[config.mk]
export PLATFORM = sky130hd
export DESIGN_NAME = ace_read_responder_flat
export DESIGN_NICKNAME = d
export VERILOG_FILES = /design/src/rtl/ace_read_responder_pkg.sv /design/src/rtl/ace_if.sv /design/src/rtl/ace_read_responder.sv /design/src/flat_wrapper.sv
export SDC_FILE = /design/constraint.sdc
export NUM_CORES = 1
export LEC_CHECK = 0
export ABC_CLOCK_PERIOD_IN_PS = 1500
export BUFFER_PORTS_ARGS = -buffer_cell sky130_fd_sc_hd__buf_2
export CORE_AREA = 8 8 263 265
export CTS_BUF_LIST = sky130_fd_sc_hd__clkbuf_8
export DETAILED_ROUTE_END_ITERATION = 16
export DIE_AREA = 0 0 271 273
export MAX_ROUTING_LAYER = met4
export PLACE_DENSITY_LB_ADDON = 0.08
export SLEW_MARGIN = 20
export SYNTH_ARGS = -nofsm -noshare
export SYNTH_HDL_FRONTEND = slang
export SYNTH_SLANG_ARGS = --single-unit
[constraint.sdc]
create_clock -name clk -period 1.5 [get_ports clk]
set_input_delay 0 -clock clk [delete_from_list [all_inputs] [get_ports clk]]
set_output_delay 0 -clock clk [all_outputs]
set_load 0.02 [all_outputs]
[src/rtl/ace_read_responder_pkg.sv]
// Shared ACE widths, response codes and the captured-response record.
// No logic; pure definitions used by the responder, its interface and IFU error handling.
// No flow control of its own.
package ace_read_responder_pkg;

    localparam int unsigned ACE_AXADDR_WIDTH = 32;
    localparam int unsigned ACE_XDATA_WIDTH  = 128;
    localparam int unsigned ACE_ID_WIDTH     = 4;
    localparam int unsigned ACE_USER_WIDTH   = 1;

    localparam logic [1:0] ACE_RRESP_OKAY   = 2'b00;
    localparam logic [1:0] ACE_RRESP_EXOKAY = 2'b01;
    localparam logic [1:0] ACE_RRESP_SLVERR = 2'b10;
    localparam logic [1:0] ACE_RRESP_DECERR = 2'b11;

    typedef struct packed {
        logic [ACE_ID_WIDTH-1:0]    id;
        logic [1:0]                 resp;
        logic [ACE_XDATA_WIDTH-1:0] data;
    } ace_rsp_t;

endpackage

[src/rtl/ace_if.sv]
// ACE channel bundle (AR/R/AW/W/B/AC/CR/CD) with master and slave views.
// Wiring only, zero latency.
// Each channel carries its own valid/ready pair; RACK/WACK acknowledge completed transactions.
interface ace_if
    import ace_read_responder_pkg::*;
#(
    parameter int unsigned ADDR_WIDTH = ACE_AXADDR_WIDTH,
    parameter int unsigned BLOCK_SIZE = ACE_XDATA_WIDTH
);

    logic [ADDR_WIDTH-1:0]     araddr;
    logic [ACE_ID_WIDTH-1:0]   arid;
    logic [7:0]                arlen;
    logic [2:0]                arsize;
    logic [1:0]                arburst;
    logic [3:0]                arsnoop;
    logic [1:0]                ardomain;
    logic [1:0]                arbar;
    logic                      arvalid;
    logic                      arready;

    logic [ACE_ID_WIDTH-1:0]   rid;
    logic [BLOCK_SIZE-1:0]     rdata;
    logic [1:0]                rresp;
    logic                      rlast;
    logic [ACE_USER_WIDTH-1:0] ruser;
    logic                      rvalid;
    logic                      rready;
    logic                      rack;

    logic [ADDR_WIDTH-1:0]     awaddr;
    logic [ACE_ID_WIDTH-1:0]   awid;
    logic                      awvalid;
    logic                      awready;

    logic [BLOCK_SIZE-1:0]     wdata;
    logic                      wlast;
    logic                      wvalid;
    logic                      wready;

    logic [ACE_ID_WIDTH-1:0]   bid;
    logic [1:0]                bresp;
    logic [ACE_USER_WIDTH-1:0] buser;
    logic                      bvalid;
    logic                      bready;
    logic                      wack;

    logic [ADDR_WIDTH-1:0]     acaddr;
    logic [3:0]                acsnoop;
    logic [2:0]                acprot;
    logic                      acvalid;
    logic                      acready;

    logic [4:0]                crresp;
    logic                      crvalid;
    logic                      crready;

    logic [BLOCK_SIZE-1:0]     cddata;
    logic                      cdlast;
    logic                      cdvalid;
    logic                      cdready;

    modport m (
        output araddr, arid, arlen, arsize, arburst, arsnoop, ardomain, arbar, arvalid,
        input  arready,
        input  rid, rdata, rresp, rlast, ruser, rvalid,
        output rready, rack,
        output awaddr, awid, awvalid,
        input  awready,
        output wdata, wlast, wvalid,
        input  wready,
        input  bid, bresp, buser, bvalid,
        output bready, wack,
        input  acaddr, acsnoop, acprot, acvalid,
        output acready,
        output crresp, crvalid,
        input  crready,
        output cddata, cdlast, cdvalid,
        input  cdready
    );

    modport s (
        input  araddr, arid, arlen, arsize, arburst, arsnoop, ardomain, arbar, arvalid,
        output arready,
        output rid, rdata, rresp, rlast, ruser, rvalid,
        input  rready, rack,
        input  awaddr, awid, awvalid,
        output awready,
        input  wdata, wlast, wvalid,
        output wready,
        output bid, bresp, buser, bvalid,
        input  bready, wack,
        output acaddr, acsnoop, acprot, acvalid,
        input  acready,
        input  crresp, crvalid,
        output crready,
        input  cddata, cdlast, cdvalid,
        output cdready
    );

endinterface

[src/rtl/ace_read_responder.sv]
// Memory-side ACE read responder: one AR at a time, one block read from external sync RAM, single-beat R.
// Latency AR handshake -> rvalid: 2+READ_LATENCY cycles in range, 1 cycle for DECERR.
// rdata/rresp held until rready; next AR only after RACK (arready low from accept until the cycle after RACK).
module ace_read_responder
    import ace_read_responder_pkg::*;
#(
    parameter logic [ACE_AXADDR_WIDTH-1:0] BASE_ADDR    = '0,
    parameter int unsigned                 MEM_SIZE     = 65536,
    parameter int unsigned                 READ_LATENCY = 0,
    localparam int unsigned BLOCK_SIZE      = ACE_XDATA_WIDTH,
    localparam int unsigned MEM_INDEX_WIDTH = $clog2(MEM_SIZE / (BLOCK_SIZE / 8))
) (
    input  logic                       clk,
    input  logic                       rst,
    ace_if.s                           mem_ace_if,
    output logic                       mem_en,
    output logic [MEM_INDEX_WIDTH-1:0] mem_index,
    input  logic [BLOCK_SIZE-1:0]      mem_rdata
);

    localparam int unsigned AW  = ACE_AXADDR_WIDTH;
    localparam int unsigned BOW = $clog2(BLOCK_SIZE / 8);

    // One extra bit so BASE_ADDR+MEM_SIZE at the top of the address map does not wrap.
    localparam logic [AW:0] BASE_EXT  = {1'b0, BASE_ADDR};
    localparam logic [AW:0] LIMIT_EXT = BASE_EXT + (AW + 1)'(MEM_SIZE);

    localparam logic [2:0] ST_IDLE = 3'd0;
    localparam logic [2:0] ST_RAM  = 3'd1;
    localparam logic [2:0] ST_WAIT = 3'd2;
    localparam logic [2:0] ST_RESP = 3'd3;
    localparam logic [2:0] ST_ACK  = 3'd4;

    logic [2:0]    state;
    logic [3:0]    lat_cnt;
    ace_rsp_t      rsp;
    logic [AW:0]   addr_ext;
    logic [AW-1:0] offset;
    logic          in_range;
    logic          ar_hs;

    assign addr_ext  = {1'b0, mem_ace_if.araddr};
    assign in_range  = (addr_ext >= BASE_EXT) && (addr_ext < LIMIT_EXT);
    assign offset    = mem_ace_if.araddr - BASE_ADDR;
    assign mem_index = MEM_INDEX_WIDTH'(offset >> BOW);
    assign ar_hs     = (state == ST_IDLE) && mem_ace_if.arvalid;
    assign mem_en    = ar_hs && in_range;

    always_ff @(posedge clk) begin
        if (rst) begin
            state   <= ST_IDLE;
            lat_cnt <= '0;
            rsp     <= '0;
        end else begin
            case (state)
                ST_IDLE: begin
                    if (ar_hs) begin
                        rsp.id <= mem_ace_if.arid;
                        if (in_range) begin
                            state <= ST_RAM;
                        end else begin
                            rsp.resp <= ACE_RRESP_DECERR;
                            rsp.data <= '0;
                            state    <= ST_RESP;
                        end
                    end
                end
                ST_RAM: begin
                    rsp.data <= mem_rdata;
                    rsp.resp <= ACE_RRESP_OKAY;
                    if (READ_LATENCY == 0) begin
                        state <= ST_RESP;
                    end else begin
                        lat_cnt <= 4'(READ_LATENCY);
                        state   <= ST_WAIT;
                    end
                end
                ST_WAIT: begin
                    if (lat_cnt <= 4'd1) begin
                        lat_cnt <= '0;
                        state   <= ST_RESP;
                    end else begin
                        lat_cnt <= lat_cnt - 4'd1;
                    end
                end
                ST_RESP: begin
                    if (mem_ace_if.rready) begin
                        state <= mem_ace_if.rack ? ST_IDLE : ST_ACK;
                    end
                end
                ST_ACK: begin
                    if (mem_ace_if.rack) begin
                        state <= ST_IDLE;
                    end
                end
                default: state <= ST_IDLE;
            endcase
        end
    end

    assign mem_ace_if.arready = (state == ST_IDLE);
    assign mem_ace_if.rvalid  = (state == ST_RESP);
    assign mem_ace_if.rlast   = (state == ST_RESP);
    assign mem_ace_if.rid     = rsp.id;
    assign mem_ace_if.rresp   = rsp.resp;
    assign mem_ace_if.rdata   = rsp.data;
    assign mem_ace_if.ruser   = '0;

    // Write and snoop channels are parked: this port only serves fetch and boot reads.
    assign mem_ace_if.awready = 1'b0;
    assign mem_ace_if.wready  = 1'b0;
    assign mem_ace_if.bvalid  = 1'b0;
    assign mem_ace_if.bid     = '0;
    assign mem_ace_if.bresp   = '0;
    assign mem_ace_if.buser   = '0;
    assign mem_ace_if.acvalid = 1'b0;
    assign mem_ace_if.acaddr  = '0;
    assign mem_ace_if.acsnoop = '0;
    assign mem_ace_if.acprot  = '0;
    assign mem_ace_if.crready = 1'b1;
    assign mem_ace_if.cdready = 1'b1;

endmodule

[src/flat_wrapper.sv]
// flat-port wrapper written by rule: the top's interface ports become plain ports
module ace_read_responder_flat import ace_read_responder_pkg::*;
#(
    parameter logic [ACE_AXADDR_WIDTH-1:0] BASE_ADDR    = '0,
    parameter int unsigned                 MEM_SIZE     = 65536,
    parameter int unsigned                 READ_LATENCY = 0,
    localparam int unsigned BLOCK_SIZE      = ACE_XDATA_WIDTH,
    localparam int unsigned MEM_INDEX_WIDTH = $clog2(MEM_SIZE / (BLOCK_SIZE / 8))
)
  (clk, rst, mem_en, mem_index, mem_rdata, mem_ace_if_araddr, mem_ace_if_arid, mem_ace_if_arlen, mem_ace_if_arsize, mem_ace_if_arburst, mem_ace_if_arsnoop, mem_ace_if_ardomain, mem_ace_if_arbar, mem_ace_if_arvalid, mem_ace_if_arready, mem_ace_if_rid, mem_ace_if_rdata, mem_ace_if_rresp, mem_ace_if_rlast, mem_ace_if_ruser, mem_ace_if_rvalid, mem_ace_if_rready, mem_ace_if_rack, mem_ace_if_awaddr, mem_ace_if_awid, mem_ace_if_awvalid, mem_ace_if_awready, mem_ace_if_wdata, mem_ace_if_wlast, mem_ace_if_wvalid, mem_ace_if_wready, mem_ace_if_bid, mem_ace_if_bresp, mem_ace_if_buser, mem_ace_if_bvalid, mem_ace_if_bready, mem_ace_if_wack, mem_ace_if_acaddr, mem_ace_if_acsnoop, mem_ace_if_acprot, mem_ace_if_acvalid, mem_ace_if_acready, mem_ace_if_crresp, mem_ace_if_crvalid, mem_ace_if_crready, mem_ace_if_cddata, mem_ace_if_cdlast, mem_ace_if_cdvalid, mem_ace_if_cdready);
  ace_if mem_ace_if_i ();
  input  logic clk;
  input  logic rst;
  output logic mem_en;
  output logic [MEM_INDEX_WIDTH-1:0] mem_index;
  input  logic [BLOCK_SIZE-1:0] mem_rdata;
  input wire logic [$bits(mem_ace_if_i.araddr)-1:0] mem_ace_if_araddr;
  input wire logic [$bits(mem_ace_if_i.arid)-1:0] mem_ace_if_arid;
  input wire logic [$bits(mem_ace_if_i.arlen)-1:0] mem_ace_if_arlen;
  input wire logic [$bits(mem_ace_if_i.arsize)-1:0] mem_ace_if_arsize;
  input wire logic [$bits(mem_ace_if_i.arburst)-1:0] mem_ace_if_arburst;
  input wire logic [$bits(mem_ace_if_i.arsnoop)-1:0] mem_ace_if_arsnoop;
  input wire logic [$bits(mem_ace_if_i.ardomain)-1:0] mem_ace_if_ardomain;
  input wire logic [$bits(mem_ace_if_i.arbar)-1:0] mem_ace_if_arbar;
  input wire logic [$bits(mem_ace_if_i.arvalid)-1:0] mem_ace_if_arvalid;
  output wire logic [$bits(mem_ace_if_i.arready)-1:0] mem_ace_if_arready;
  output wire logic [$bits(mem_ace_if_i.rid)-1:0] mem_ace_if_rid;
  output wire logic [$bits(mem_ace_if_i.rdata)-1:0] mem_ace_if_rdata;
  output wire logic [$bits(mem_ace_if_i.rresp)-1:0] mem_ace_if_rresp;
  output wire logic [$bits(mem_ace_if_i.rlast)-1:0] mem_ace_if_rlast;
  output wire logic [$bits(mem_ace_if_i.ruser)-1:0] mem_ace_if_ruser;
  output wire logic [$bits(mem_ace_if_i.rvalid)-1:0] mem_ace_if_rvalid;
  input wire logic [$bits(mem_ace_if_i.rready)-1:0] mem_ace_if_rready;
  input wire logic [$bits(mem_ace_if_i.rack)-1:0] mem_ace_if_rack;
  input wire logic [$bits(mem_ace_if_i.awaddr)-1:0] mem_ace_if_awaddr;
  input wire logic [$bits(mem_ace_if_i.awid)-1:0] mem_ace_if_awid;
  input wire logic [$bits(mem_ace_if_i.awvalid)-1:0] mem_ace_if_awvalid;
  output wire logic [$bits(mem_ace_if_i.awready)-1:0] mem_ace_if_awready;
  input wire logic [$bits(mem_ace_if_i.wdata)-1:0] mem_ace_if_wdata;
  input wire logic [$bits(mem_ace_if_i.wlast)-1:0] mem_ace_if_wlast;
  input wire logic [$bits(mem_ace_if_i.wvalid)-1:0] mem_ace_if_wvalid;
  output wire logic [$bits(mem_ace_if_i.wready)-1:0] mem_ace_if_wready;
  output wire logic [$bits(mem_ace_if_i.bid)-1:0] mem_ace_if_bid;
  output wire logic [$bits(mem_ace_if_i.bresp)-1:0] mem_ace_if_bresp;
  output wire logic [$bits(mem_ace_if_i.buser)-1:0] mem_ace_if_buser;
  output wire logic [$bits(mem_ace_if_i.bvalid)-1:0] mem_ace_if_bvalid;
  input wire logic [$bits(mem_ace_if_i.bready)-1:0] mem_ace_if_bready;
  input wire logic [$bits(mem_ace_if_i.wack)-1:0] mem_ace_if_wack;
  output wire logic [$bits(mem_ace_if_i.acaddr)-1:0] mem_ace_if_acaddr;
  output wire logic [$bits(mem_ace_if_i.acsnoop)-1:0] mem_ace_if_acsnoop;
  output wire logic [$bits(mem_ace_if_i.acprot)-1:0] mem_ace_if_acprot;
  output wire logic [$bits(mem_ace_if_i.acvalid)-1:0] mem_ace_if_acvalid;
  input wire logic [$bits(mem_ace_if_i.acready)-1:0] mem_ace_if_acready;
  input wire logic [$bits(mem_ace_if_i.crresp)-1:0] mem_ace_if_crresp;
  input wire logic [$bits(mem_ace_if_i.crvalid)-1:0] mem_ace_if_crvalid;
  output wire logic [$bits(mem_ace_if_i.crready)-1:0] mem_ace_if_crready;
  input wire logic [$bits(mem_ace_if_i.cddata)-1:0] mem_ace_if_cddata;
  input wire logic [$bits(mem_ace_if_i.cdlast)-1:0] mem_ace_if_cdlast;
  input wire logic [$bits(mem_ace_if_i.cdvalid)-1:0] mem_ace_if_cdvalid;
  output wire logic [$bits(mem_ace_if_i.cdready)-1:0] mem_ace_if_cdready;
  assign mem_ace_if_i.araddr = mem_ace_if_araddr;
  assign mem_ace_if_i.arid = mem_ace_if_arid;
  assign mem_ace_if_i.arlen = mem_ace_if_arlen;
  assign mem_ace_if_i.arsize = mem_ace_if_arsize;
  assign mem_ace_if_i.arburst = mem_ace_if_arburst;
  assign mem_ace_if_i.arsnoop = mem_ace_if_arsnoop;
  assign mem_ace_if_i.ardomain = mem_ace_if_ardomain;
  assign mem_ace_if_i.arbar = mem_ace_if_arbar;
  assign mem_ace_if_i.arvalid = mem_ace_if_arvalid;
  assign mem_ace_if_arready = mem_ace_if_i.arready;
  assign mem_ace_if_rid = mem_ace_if_i.rid;
  assign mem_ace_if_rdata = mem_ace_if_i.rdata;
  assign mem_ace_if_rresp = mem_ace_if_i.rresp;
  assign mem_ace_if_rlast = mem_ace_if_i.rlast;
  assign mem_ace_if_ruser = mem_ace_if_i.ruser;
  assign mem_ace_if_rvalid = mem_ace_if_i.rvalid;
  assign mem_ace_if_i.rready = mem_ace_if_rready;
  assign mem_ace_if_i.rack = mem_ace_if_rack;
  assign mem_ace_if_i.awaddr = mem_ace_if_awaddr;
  assign mem_ace_if_i.awid = mem_ace_if_awid;
  assign mem_ace_if_i.awvalid = mem_ace_if_awvalid;
  assign mem_ace_if_awready = mem_ace_if_i.awready;
  assign mem_ace_if_i.wdata = mem_ace_if_wdata;
  assign mem_ace_if_i.wlast = mem_ace_if_wlast;
  assign mem_ace_if_i.wvalid = mem_ace_if_wvalid;
  assign mem_ace_if_wready = mem_ace_if_i.wready;
  assign mem_ace_if_bid = mem_ace_if_i.bid;
  assign mem_ace_if_bresp = mem_ace_if_i.bresp;
  assign mem_ace_if_buser = mem_ace_if_i.buser;
  assign mem_ace_if_bvalid = mem_ace_if_i.bvalid;
  assign mem_ace_if_i.bready = mem_ace_if_bready;
  assign mem_ace_if_i.wack = mem_ace_if_wack;
  assign mem_ace_if_acaddr = mem_ace_if_i.acaddr;
  assign mem_ace_if_acsnoop = mem_ace_if_i.acsnoop;
  assign mem_ace_if_acprot = mem_ace_if_i.acprot;
  assign mem_ace_if_acvalid = mem_ace_if_i.acvalid;
  assign mem_ace_if_i.acready = mem_ace_if_acready;
  assign mem_ace_if_i.crresp = mem_ace_if_crresp;
  assign mem_ace_if_i.crvalid = mem_ace_if_crvalid;
  assign mem_ace_if_crready = mem_ace_if_i.crready;
  assign mem_ace_if_i.cddata = mem_ace_if_cddata;
  assign mem_ace_if_i.cdlast = mem_ace_if_cdlast;
  assign mem_ace_if_i.cdvalid = mem_ace_if_cdvalid;
  assign mem_ace_if_cdready = mem_ace_if_i.cdready;
  ace_read_responder #(.BASE_ADDR(BASE_ADDR), .MEM_SIZE(MEM_SIZE), .READ_LATENCY(READ_LATENCY)) u_core (.clk(clk), .rst(rst), .mem_ace_if(mem_ace_if_i), .mem_en(mem_en), .mem_index(mem_index), .mem_rdata(mem_rdata));
endmodule
==> flow_metrics.env <==
export IMPL_p_comb_frac=0.234
export IMPL_hold_viol=0
export IMPL_crit_buf_inv=4
export IMPL_drcViolationCount=0
export IMPL_drive_gt1_frac=0.443
export IMPL_place_inst=1582
export IMPL_setup_viol=124
export IMPL_track_usage=0.0690
export IMPL_portBuffers=290
export IMPL_die_h_um=273
export IMPL_ys_ff_latch=140
export IMPL_finalWorstSetupSlack_ns=-0.0745
export IMPL_drtIter0Drc=159
export IMPL_clkTransAtPathRegs_ns=0.08
export IMPL_htreeDepth=4
export IMPL_timing_final_crit_share=1.05
export IMPL_power_frac_seq=0.413
export IMPL_ant_nets=0
export IMPL_grt_pass1_wl_um=36300
export IMPL_cp_required_ns=1.92
export IMPL_ys_seq_area_frac=0.571
export IMPL_cts_buffers=17
export IMPL_synthCells=429
export IMPL_layout_commonest_cell="buf_2"
export IMPL_sw_frac_of_total=0.314
export IMPL_drv_cap=0
export IMPL_vias=4915
export IMPL_crit_path_frequent_cell="buf_12"
export IMPL_grt_setup_unrepaired="yes"
export IMPL_ir_worst_vdd_mv=0.431
export IMPL_initial_core_util=0.0755
export IMPL_overflow=0
export IMPL_clock_sinks=140
export IMPL_synthesis_area_um2=4910
export IMPL_ys_warn_count=0
export IMPL_cpPeakStageDelay_ns=0.37
export IMPL_cts_root_buf="clkbuf_8"
export IMPL_worst_ep_arrival_time_ns=1.99
export IMPL_final_core_util=0.150
export IMPL_core_um2=65000
export IMPL_synth_avg_cell_area_um2=11.4
export IMPL_violations="setup timing"
export IMPL_syn2layout_area_growth_pct=98.2
export IMPL_skew_ns=0.0198
export IMPL_path_max_fanout=12
export IMPL_layout_cells_non_filler=1771
export IMPL_grt_max_degree=29
export IMPL_path_class="reg2reg"
export IMPL_dr_pass1_iters=4
export IMPL_nNetsFinal=1383
export IMPL_ios=699
export IMPL_die_x_um=271
export IMPL_antenna_found_initial=9
export IMPL_cts_buffer_depth=2
export IMPL_powerDensity_nw_per_um2=1030
export IMPL_slew_viol_final=0
export IMPL_clock_latency_ns=0.54
export IMPL_cpMaxStageDelayCell="dfxtp_4"
export IMPL_grt_pass1_vias=5472
export IMPL_cts_tree="yes"
export IMPL_yosysTopAreaCellShare=0.571
export IMPL_routedWlPerCell_um=14.2
export IMPL_p_total_mw=10.0
export IMPL_p_leak_nw=4.38
export IMPL_yosys_area_top_type="dfxtp_1"
export IMPL_clkPwrFrac=0.353
export IMPL_fmax_mhz=635
export IMPL_cpLargestDelayFamily="buffers and inverters"
export IMPL_viasPerCell=2.78
export IMPL_hold_class="in2out"
export IMPL_critPathLaunchType="register"
export IMPL_rows=94
export IMPL_crit_path_cell_trace="nand2b_4 -> buf_6 -> o21bai_1 -> buf_4 -> a21oi_4 -> buf_12 -> buf_12 -> a22o_1"
export IMPL_tns_ns=-4.95
export IMPL_intPower_mw=6.86
export IMPL_min_period_ns=1.57
export IMPL_status="complete, but fails checks"
export IMPL_dpl_worst_slack_ns=-0.398
export IMPL_most_common_layout_cells="buf_2, dlygate4sd3_1, dfxtp_1"
export IMPL_ys_types=28
export IMPL_synth_area_leaders="dfxtp_1, a22o_1, buf_4"
export IMPL_die_area_um2=74000
export IMPL_power_switching_mw=3.14
export IMPL_routed_wl_um=25200
export IMPL_cp_end_kind="register"
export IMPL_gp_congestion=0.646
export IMPL_dp_hpwl_um=19000
## per-stage QoR
step                hold slack (ns)  area, um^2
floorplan                    0.0793        5190
global placement           0.000137        7550
detailed placement         0.000137        7550
CTS                          -0.277        9600
global route              0.0000765        9730
finish                    0.0000345        9730
## power groups by stage
stage,clock (mW),sequential [mW],combinational (mW)
after floorplan,0,4.51,0.818
final,3.53,4.13,2.34
after detailed placement,0,4.21,1.89
after CTS,3.92,4.13,2.35
after global placement,0,4.22,1.92
after global routing,3.97,4.17,2.52
## timing repair
item	CTS	global route
endpoints found under the setup margin	135	136
pin swaps	20	11
hold buffers	135	1
gates resized for setup	37	19
setup buffers	10	1
cloned	3	1
endpoints found under the hold margin	140	6
## flip-flops by register name, summed over array words and instances (netlist names)
register and count:
u_core.state 3, u_core.lat_cnt 4, u_core.mem_ace_if.rresp 1, u_core.mem_ace_if.rid 4, u_core.mem_ace_if.rdata 128
## Yosys cell counts
cell and instances:
nand2_1 11, nand3_1 1, nor3_1 5, a311oi_1 1, dfxtp_1 140, inv_1 4, or3_1 3, a22o_1 128
or3b_1 1, buf_1 2, buf_6 1, ha_1 2, a22oi_1 1, buf_4 69, nor2_1 8, a21oi_1 10
nor4_1 4, o31ai_1 1, nor3_2 1, and2_0 1, o21bai_1 1, nand4_1 1, buf_2 16, clkbuf_1 11
nand2b_1 1, or4_1 1, o21ai_0 2, conb_1 2
## logic make-up after synthesis
group | synth area share
AOI/OAI and AO/OA | 0.247
adders and majority gates | 0.00509
buffers and inverters | 0.137
DFF | 0.571
other | 0.00153
and+or+nand+nor | 0.0387
## metal layers
metal / vias up / part of all wire / GRT usage / wire length, um
met5: - / 0 / - / 0
met3: 25 / 0.12 / 0.0433 / 2980
met4: 0 / 0.019 / 0.0286 / 476
met2: 270 / 0.41 / 0.0922 / 10200
met1: 2233 / 0.46 / 0.0812 / 11500
li1: 2387 / - / - / -
## layout make-up
class                   instances  area, um^2
flip-flops and latches        140        2820
repair buffers                485        3660
diodes                          9        22.5
fillers                      7426       55300
well taps                     864        1080
multi-input cells             237        1710
inverters                       4        15.0
clock buffers                  19         262
clock inverters                13         166
## path summary, 6_finish.rpt
check / endpoint / slack, ns / startpoint / depth (start not counted)
min reg2reg: u_core.mem_ace_if.rid[1]$_SDFFE_PP0P_ / 0.46 / u_core.mem_ace_if.rid[1]$_SDFFE_PP0P_ / 2
max reg2reg: u_core.mem_ace_if.rdata[41]$_SDFFE_PP0P_ / -0.07 / u_core.state[2]$_SDFFE_PP0P_ / 8
min: mem_index[8] / 0.00003 / mem_ace_if_araddr[12] / 0
max: u_core.mem_ace_if.rdata[41]$_SDFFE_PP0P_ / -0.07 / u_core.state[2]$_SDFFE_PP0P_ / 8
Note: power is estimated with default switching activity, not from simulation.
